$ cat config.mk
export PLATFORM = sky130hd
export DESIGN_NAME = mp_sub_seq
export DESIGN_NICKNAME = d
export VERILOG_FILES = /design/src/rtl/alu_pkg.sv /design/src/rtl/limb_sub.sv /design/src/rtl/mp_sub_seq.sv
export SDC_FILE = /design/constraint.sdc
export NUM_CORES = 1
export LEC_CHECK = 0
export CORE_MARGIN = 3
export CORE_UTILIZATION = 45
export CTS_BUF_LIST = sky130_fd_sc_hd__clkbuf_2 sky130_fd_sc_hd__clkbuf_4 sky130_fd_sc_hd__clkbuf_8
export DETAILED_ROUTE_END_ITERATION = 8
export PLACE_DENSITY_LB_ADDON = 0.3
export SLEW_MARGIN = 0
export SYNTH_ARGS = -nofsm -noshare
export SYNTH_HDL_FRONTEND = slang
export SYNTH_SLANG_ARGS = --single-unit
$ cat constraint.sdc
create_clock -name clk -period 4.2 [get_ports clk]
set_clock_uncertainty 0.15 [all_clocks]
set_input_delay 1.26 -clock clk [delete_from_list [all_inputs] [get_ports clk]]
set_output_delay 1.26 -clock clk [all_outputs]
set_load 0.02 [all_outputs]
$ cat src/rtl/alu_pkg.sv
// rtl/alu_pkg.sv - shared types and constants for the multi-precision subtract sequencer
//
// Purpose : state enum, default limb width and the result flag bundle.
// Contents: state_e (IDLE/RUN/DONE), ALU_WIDTH, flags_t {bout, z, n, v}.
package alu_pkg;

    localparam int ALU_WIDTH = 32;

    typedef enum logic [1:0] {
        IDLE = 2'd0,
        RUN  = 2'd1,
        DONE = 2'd2
    } state_e;

    typedef struct packed {
        logic bout;
        logic z;
        logic n;
        logic v;
    } flags_t;

endpackage

$ cat src/rtl/limb_sub.sv
// rtl/limb_sub.sv - combinational single-limb subtract with borrow in/out and zero detect
//
// Purpose: diff = a - b - bin modulo 2^WIDTH.
// Ports  : a_i, b_i (WIDTH) operands; bin_i borrow in;
//          diff_o (WIDTH) difference; bout_o borrow out; zero_o diff is zero.
module limb_sub
    import alu_pkg::*;
#(
    parameter int WIDTH = ALU_WIDTH
) (
    input  logic [WIDTH-1:0] a_i,
    input  logic [WIDTH-1:0] b_i,
    input  logic             bin_i,
    output logic [WIDTH-1:0] diff_o,
    output logic             bout_o,
    output logic             zero_o
);

    logic [WIDTH:0] t;

    // Widening by one bit captures the borrow as the top bit of the result.
    assign t      = {1'b0, a_i} - {1'b0, b_i} - {{WIDTH{1'b0}}, bin_i};
    assign diff_o = t[WIDTH-1:0];
    assign bout_o = t[WIDTH];
    assign zero_o = (t[WIDTH-1:0] == '0);

endmodule

$ cat src/rtl/mp_sub_seq.sv
// rtl/mp_sub_seq.sv - multi-precision subtract sequencer, one limb per beat, LS limb first
//
// Purpose: chains borrow across LIMBS limbs of WIDTH bits, emits each difference
//          limb and final Bout/Z/N/V flags for the full-width result.
// Ports  : clk, rst (async active-high); start, Bin (sampled in IDLE);
//          limb_valid/limb_ready handshake with A, B limbs;
//          Diff/diff_valid per-limb result; busy (RUN), done (one-cycle pulse);
//          Bout, Z, N, V full-width flags, held until the next final beat.
module mp_sub_seq
    import alu_pkg::*;
#(
    parameter int WIDTH = ALU_WIDTH,
    parameter int LIMBS = 4
) (
    input  logic             clk,
    input  logic             rst,
    input  logic             start,
    input  logic             Bin,
    input  logic             limb_valid,
    output logic             limb_ready,
    input  logic [WIDTH-1:0] A,
    input  logic [WIDTH-1:0] B,
    output logic [WIDTH-1:0] Diff,
    output logic             diff_valid,
    output logic             busy,
    output logic             done,
    output logic             Bout,
    output logic             Z,
    output logic             N,
    output logic             V
);

    localparam int CW = (LIMBS > 1) ? $clog2(LIMBS) : 1;
    localparam logic [CW-1:0] LAST_CNT = CW'(LIMBS - 1);

    state_e           state_q, state_d;
    logic             borrow_q, borrow_d;
    logic             zacc_q, zacc_d;
    logic [CW-1:0]    cnt_q, cnt_d;
    logic [WIDTH-1:0] diff_q, diff_d;
    logic             diff_valid_q, diff_valid_d;
    flags_t           flags_q, flags_d;

    logic [WIDTH-1:0] sub_diff;
    logic             sub_bout;
    logic             sub_zero;
    logic             accept;
    logic             last_beat;

    limb_sub #(.WIDTH(WIDTH)) u_limb_sub (
        .a_i    (A),
        .b_i    (B),
        .bin_i  (borrow_q),
        .diff_o (sub_diff),
        .bout_o (sub_bout),
        .zero_o (sub_zero)
    );

    assign accept    = (state_q == RUN) && limb_valid;
    assign last_beat = accept && (cnt_q == LAST_CNT);

    // State register
    always_ff @(posedge clk or posedge rst) begin
        if (rst) begin
            state_q <= IDLE;
        end else begin
            state_q <= state_d;
        end
    end

    // Next-state logic
    always_comb begin
        state_d = state_q;
        case (state_q)
            IDLE:    if (start)     state_d = RUN;
            RUN:     if (last_beat) state_d = DONE;
            DONE:                   state_d = IDLE;
            default:                state_d = IDLE;
        endcase
    end

    // Outputs decoded from state
    always_comb begin
        limb_ready = 1'b0;
        busy       = 1'b0;
        done       = 1'b0;
        case (state_q)
            RUN: begin
                limb_ready = 1'b1;
                busy       = 1'b1;
            end
            DONE:    done = 1'b1;
            default: ;
        endcase
    end

    // Datapath next-state: borrow chain, zero accumulator, limb counter, flags
    always_comb begin
        borrow_d     = borrow_q;
        zacc_d       = zacc_q;
        cnt_d        = cnt_q;
        diff_d       = diff_q;
        diff_valid_d = 1'b0;
        flags_d      = flags_q;

        if (state_q == IDLE && start) begin
            borrow_d = Bin;
            zacc_d   = 1'b1;
            cnt_d    = '0;
        end

        if (accept) begin
            diff_d       = sub_diff;
            diff_valid_d = 1'b1;
            borrow_d     = sub_bout;
            zacc_d       = zacc_q & sub_zero;
            // The counter is never advanced past the last beat, so it cannot wrap mid-op.
            if (!last_beat) begin
                cnt_d = cnt_q + CW'(1);
            end else begin
                flags_d.bout = sub_bout;
                flags_d.z    = zacc_q & sub_zero;
                flags_d.n    = sub_diff[WIDTH-1];
                // Signed overflow: operand signs differ and result sign differs from A.
                flags_d.v    = (A[WIDTH-1] != B[WIDTH-1]) && (sub_diff[WIDTH-1] != A[WIDTH-1]);
            end
        end
    end

    always_ff @(posedge clk or posedge rst) begin
        if (rst) begin
            borrow_q     <= 1'b0;
            zacc_q       <= 1'b0;
            cnt_q        <= '0;
            diff_q       <= '0;
            diff_valid_q <= 1'b0;
            flags_q      <= '0;
        end else begin
            borrow_q     <= borrow_d;
            zacc_q       <= zacc_d;
            cnt_q        <= cnt_d;
            diff_q       <= diff_d;
            diff_valid_q <= diff_valid_d;
            flags_q      <= flags_d;
        end
    end

    assign Diff       = diff_q;
    assign diff_valid = diff_valid_q;
    assign Bout       = flags_q.bout;
    assign Z          = flags_q.z;
    assign N          = flags_q.n;
    assign V          = flags_q.v;

endmodule

==> impl_results.html <==
<table>
<tr><th>Metric</th><th>Value</th></tr>
<tr><th colspan="2">Outcome</th></tr>
<tr><td>Status</td><td>finished with violations</td></tr>
<tr><td>Failing checks</td><td>setup timing</td></tr>
<tr><th colspan="2">Yosys</th></tr>
<tr><td>Average footprint of a synthesized cell</td><td>7.75 um2</td></tr>
<tr><td>Cells after synthesis</td><td>588</td></tr>
<tr><td>Total standard cell area after synthesis</td><td>4560 um2</td></tr>
<tr><td>Warning count from the yosys run</td><td>0</td></tr>
<tr><td>Number of enable flip-flop cells after synthesis</td><td>0</td></tr>
<tr><td>Seq/Total Area, Yosys</td><td>23.6%</td></tr>
<tr><td>Synth unique cells</td><td>75</td></tr>
<tr><td>List of most frequent post-synthesis cells</td><td>101 x sky130_fd_sc_hd__inv_1, 78 x sky130_fd_sc_hd__nand2_1, 63 x sky130_fd_sc_hd__ha_1</td></tr>
<tr><td>Synth area leader</td><td>sky130_fd_sc_hd__dfrtp_1</td></tr>
<tr><td>Area share of the largest cell type after synthesis</td><td>23.6%</td></tr>
<tr><td>FF+latch count, synth</td><td>43</td></tr>
<tr><td>Nets in the synthesized netlist</td><td>722</td></tr>
<tr><td>Synth Flop Type</td><td>sky130_fd_sc_hd__dfrtp_1</td></tr>
<tr><td>Cell types occupying the most area after synthesis</td><td>sky130_fd_sc_hd__dfrtp_1 24%, sky130_fd_sc_hd__ha_1 17%, sky130_fd_sc_hd__inv_1 8.3%</td></tr>
<tr><td>Most instantiated library cell after synthesis</td><td>sky130_fd_sc_hd__inv_1</td></tr>
<tr><td>FFs w/ async S/R, synth</td><td>100%</td></tr>
<tr><th colspan="2">Floorplanning</th></tr>
<tr><td>I/O pins</td><td>109</td></tr>
<tr><td>Row Count</td><td>36</td></tr>
<tr><td>Placeable Area</td><td>9820 um2</td></tr>
<tr><td>Overall die height</td><td>107 um</td></tr>
<tr><td>Die width</td><td>107 um</td></tr>
<tr><td>Initial Utilization</td><td>46.4%</td></tr>
<tr><td>Die Footprint</td><td>11400 um2</td></tr>
<tr><th colspan="2">Detailed routing</th></tr>
<tr><td>Post-detailed-route wirelength per cell</td><td>16.3 um</td></tr>
<tr><td>Wirelength, routed</td><td>15800 um</td></tr>
<tr><td>Number of DRC markers in iteration 0</td><td>462</td></tr>
<tr><td>Antenna violation net count after detailed routing</td><td>0</td></tr>
<tr><td>Vias</td><td>5316</td></tr>
<tr><td>Vias/cell</td><td>5.46</td></tr>
<tr><td>Count of unresolved DRC violations after routing</td><td>0</td></tr>
<tr><td>TritonRoute pass-1 iters</td><td>6</td></tr>
<tr><th colspan="2">Cells and area</th></tr>
<tr><td>Net total in the final layout</td><td>973</td></tr>
<tr><td>Post-layout utilization of the core</td><td>78.4%</td></tr>
<tr><td>Number of diodes</td><td>0</td></tr>
<tr><td>Relative area change from synthesis to final layout</td><td>68.9%</td></tr>
<tr><td>Non-filler cells, final</td><td>973</td></tr>
<tr><td>Fraction of final layout cells sized beyond drive strength 1</td><td>37.1%</td></tr>
<tr><th colspan="2">CTS</th></tr>
<tr><td>Number of buffers created by CTS</td><td>5</td></tr>
<tr><td>Insertion delay to the later sink of the worst-skew pair</td><td>0.29 ns</td></tr>
<tr><td>Clock-pin slew reported for the worst setup and hold paths after clock tree synthesis</td><td>0.09 ns</td></tr>
<tr><td>CTS tree</td><td>yes</td></tr>
<tr><td>Root cell of the clock tree</td><td>sky130_fd_sc_hd__clkbuf_8</td></tr>
<tr><td>CTS HTree Levels</td><td>2</td></tr>
<tr><td>Number of clock sinks seen by CTS</td><td>43</td></tr>
<tr><td>Buffers from clock root to sink, at most</td><td>2</td></tr>
<tr><th colspan="2">Worst setup path</th></tr>
<tr><td>Crit path from</td><td>B[10]</td></tr>
<tr><td>Maximum fanout encountered on the critical timing path</td><td>3</td></tr>
<tr><td>Critical R2R Launch</td><td>borrow_q$_DFFE_PP0P_</td></tr>
<tr><td>Type of destination of the critical path</td><td>register</td></tr>
<tr><td>Worst EP required</td><td>4.25 ns</td></tr>
<tr><td>Kind of start point of the critical path</td><td>primary input</td></tr>
<tr><td>Critical path arrival</td><td>4.78 ns</td></tr>
<tr><td>Crit Path Category</td><td>in -&gt; reg</td></tr>
<tr><th colspan="2">Timing</th></tr>
<tr><td>Final total negative setup slack</td><td>-1.24 ns</td></tr>
<tr><td>Worst slew margin relative to its limit</td><td>62.6%</td></tr>
<tr><td>Final Cycle Share</td><td>113%</td></tr>
<tr><td>Count of endpoints failing setup in the final report</td><td>3</td></tr>
<tr><td>Final hold violation count</td><td>0</td></tr>
<tr><td>Final worst slack</td><td>-0.527 ns</td></tr>
<tr><td>Achievable frequency</td><td>212 MHz</td></tr>
<tr><td>Max Transition Viols Final</td><td>0</td></tr>
<tr><td>Unrepaired setup endpoints after global routing</td><td>true</td></tr>
<tr><td>Final critical delay including setup and external delays</td><td>4.73 ns</td></tr>
<tr><td>Measured slew at the worst slew-check pin</td><td>0.557 ns</td></tr>
<tr><th colspan="2">Power and ir drop</th></tr>
<tr><td>Internal power contribution</td><td>1870 uW</td></tr>
<tr><td>Comb pwr share</td><td>69.5%</td></tr>
<tr><td>NetSw</td><td>1420 uW</td></tr>
<tr><td>Leakage Power</td><td>0.00365 uW</td></tr>
<tr><td>Power, Total</td><td>3290 uW</td></tr>
<tr><td>Power density over the cells</td><td>428 nW/um2</td></tr>
<tr><td>Peak supply drop</td><td>0.316 mV</td></tr>
<tr><td>Relative contribution of sequential cells to total power</td><td>22.3%</td></tr>
<tr><td>Switching power as a share of total power</td><td>43.3%</td></tr>
<tr><td>Clock Power Share</td><td>8.2%</td></tr>
<tr><th colspan="2">Place</th></tr>
<tr><td>Cell total after placement</td><td>928</td></tr>
<tr><td>Port bufs</td><td>108</td></tr>
<tr><td>Post-placement worst setup slack</td><td>-1.16 ns</td></tr>
<tr><td>DP HPWL</td><td>10600 um</td></tr>
<tr><td>Routability congestion estimate from global placement</td><td>0.922</td></tr>
<tr><th colspan="2">Global route</th></tr>
<tr><td>Global-route wire length before repair</td><td>23800 um</td></tr>
<tr><td>Largest net degree at the start of global routing</td><td>55</td></tr>
<tr><td>Antenna violations before repair</td><td>0</td></tr>
<tr><td>Total Routing Usage GR</td><td>25.3%</td></tr>
<tr><td>Sum of overflow across all layers after global routing</td><td>0</td></tr>
<tr><td>Number of global-route vias before repair</td><td>5170</td></tr>
<tr><th colspan="2">Run</th></tr>
<tr><td>Number of max-cap violations</td><td>0</td></tr>
<tr><th colspan="2">Worst hold path</th></tr>
<tr><td>Launch point of the worst hold path</td><td>Diff[19]$_DFFE_PP0P_</td></tr>
<tr><td>HP Class</td><td>reg -&gt; reg</td></tr>
</table>
## registers in the layout, indices dropped and copies added, names as in the netlist
signal	count
cnt_q	2
Bout	1
diff_valid	1
zacc_q	1
borrow_q	1
V	1
Diff	32
Z	1
state_q	2
N	1
## cells in the final DEF (no fill, tap or decap), drive strengths merged, types with 3 or more instances in the layout
cell,synthesis,final
buf,8,162
inv,101,101
nand2,78,78
ha,63,63
clkdlybuf4s50,0,61
o21ai,49,49
dfrtp,43,43
a21oi,36,36
dlygate4sd2,0,34
nor2,30,30
xnor2,15,15
nand3,12,12
xor2,11,11
nor3,11,11
or3,8,8
o21a,7,7
dlymetal6s2s,0,7
a21o,7,7
nand4,6,6
o211ai,5,5
clkbuf,15,5
a211o,5,5
mux2,5,5
o31ai,5,5
nor2b,4,4
a31oi,4,4
o21bai,4,4
mux2i,4,4
clkdlybuf4s15,0,4
and2,4,4
and3,4,4
or2,3,3
a211oi,3,3
or4,3,3
a2111oi,3,3
nor4,3,3
## metrics by stage
| stage | area [um2] | hold WS [ns] |
|---|---|---|
| global placement | 6640 | 0.311 |
| finish | 7700 | 0.343 |
| global route | 7700 | 0.370 |
| CTS | 7410 | 0.342 |
| detailed placement | 6640 | 0.321 |
| floorplan | 4630 | 0.305 |
## timing repair
action	4_1_cts	5_1_grt
setup buffers	30	9
endpoints found under the setup margin	14	6
hold buffers	0	0
gates resized for setup	157	50
pin swaps	62	26
## kinds of logic after synthesis
logic type | synth area share (%)
AO/OA/AOI/OAI | 21.6
XOR/XNOR | 5.00
adder cells (fa/ha/maj) | 18.2
buffers and inverters | 11.5
flip-flops | 23.6
multiplexers | 2.11
AND/OR/NAND/NOR | 18.0
## per-layer routing
| layer | up-vias | global-route usage (%) | wire length (um) |
|---|---|---|---|
| li1 | 2510 | - | - |
| met5 | - | 0 | 0 |
| met4 | 0 | 10.0 | 669 |
| met2 | 257 | 45.9 | 8100 |
| met3 | 72 | 3.73 | 1010 |
| met1 | 2477 | 29.7 | 6060 |
## path summary, 6_finish.rpt
kind / depth (start not counted) / slack (ns) / end
setup reg to reg: 12 / 0.20 / Z$_DFFE_PP0P_
max in group asynchronous: 3 / 2.29 / Diff[30]$_DFFE_PP0P_
hold reg to reg: 2 / 0.34 / Diff[19]$_DFFE_PP0P_
setup / recovery: 13 / -0.53 / Z$_DFFE_PP0P_
min in group asynchronous: 3 / 1.25 / Diff[1]$_DFFE_PP0P_
hold / removal: 2 / 0.34 / Diff[19]$_DFFE_PP0P_
## worst max-delay path, stage by stage
cell	delay, ns
sky130_fd_sc_hd__dlygate4sd2_1	0.23
sky130_fd_sc_hd__ha_1	0.28
sky130_fd_sc_hd__inv_2	0.04
sky130_fd_sc_hd__ha_4	0.27
sky130_fd_sc_hd__nand2_4	0.05
sky130_fd_sc_hd__or4_4	0.57
sky130_fd_sc_hd__a211o_1	0.30
sky130_fd_sc_hd__a211oi_1	0.30
sky130_fd_sc_hd__a221o_1	0.24
sky130_fd_sc_hd__nand4_1	0.12
sky130_fd_sc_hd__or4_1	0.43
sky130_fd_sc_hd__or4_4	0.45
sky130_fd_sc_hd__o41ai_2	0.21
## power groups by stage
stage               combinational [uW]  sequential (uW)  clock [uW]
detailed placement                1940              735           0
finish                            2290              733         271
global placement                  1880              723           0
CTS                               2140              727         274
floorplan                          829              913           0
global route                      2460              754         293
## final cells by class
class	instances	area (um2)
clock buffers	5	68.8
fillers	674	2120
well taps	133	166
clock inverters	3	23.8
flip-flops and latches	43	1080
repair buffers	268	2300
multi-input cells	420	3680
inverters	101	379
Power figures use the tool's default switching activity.
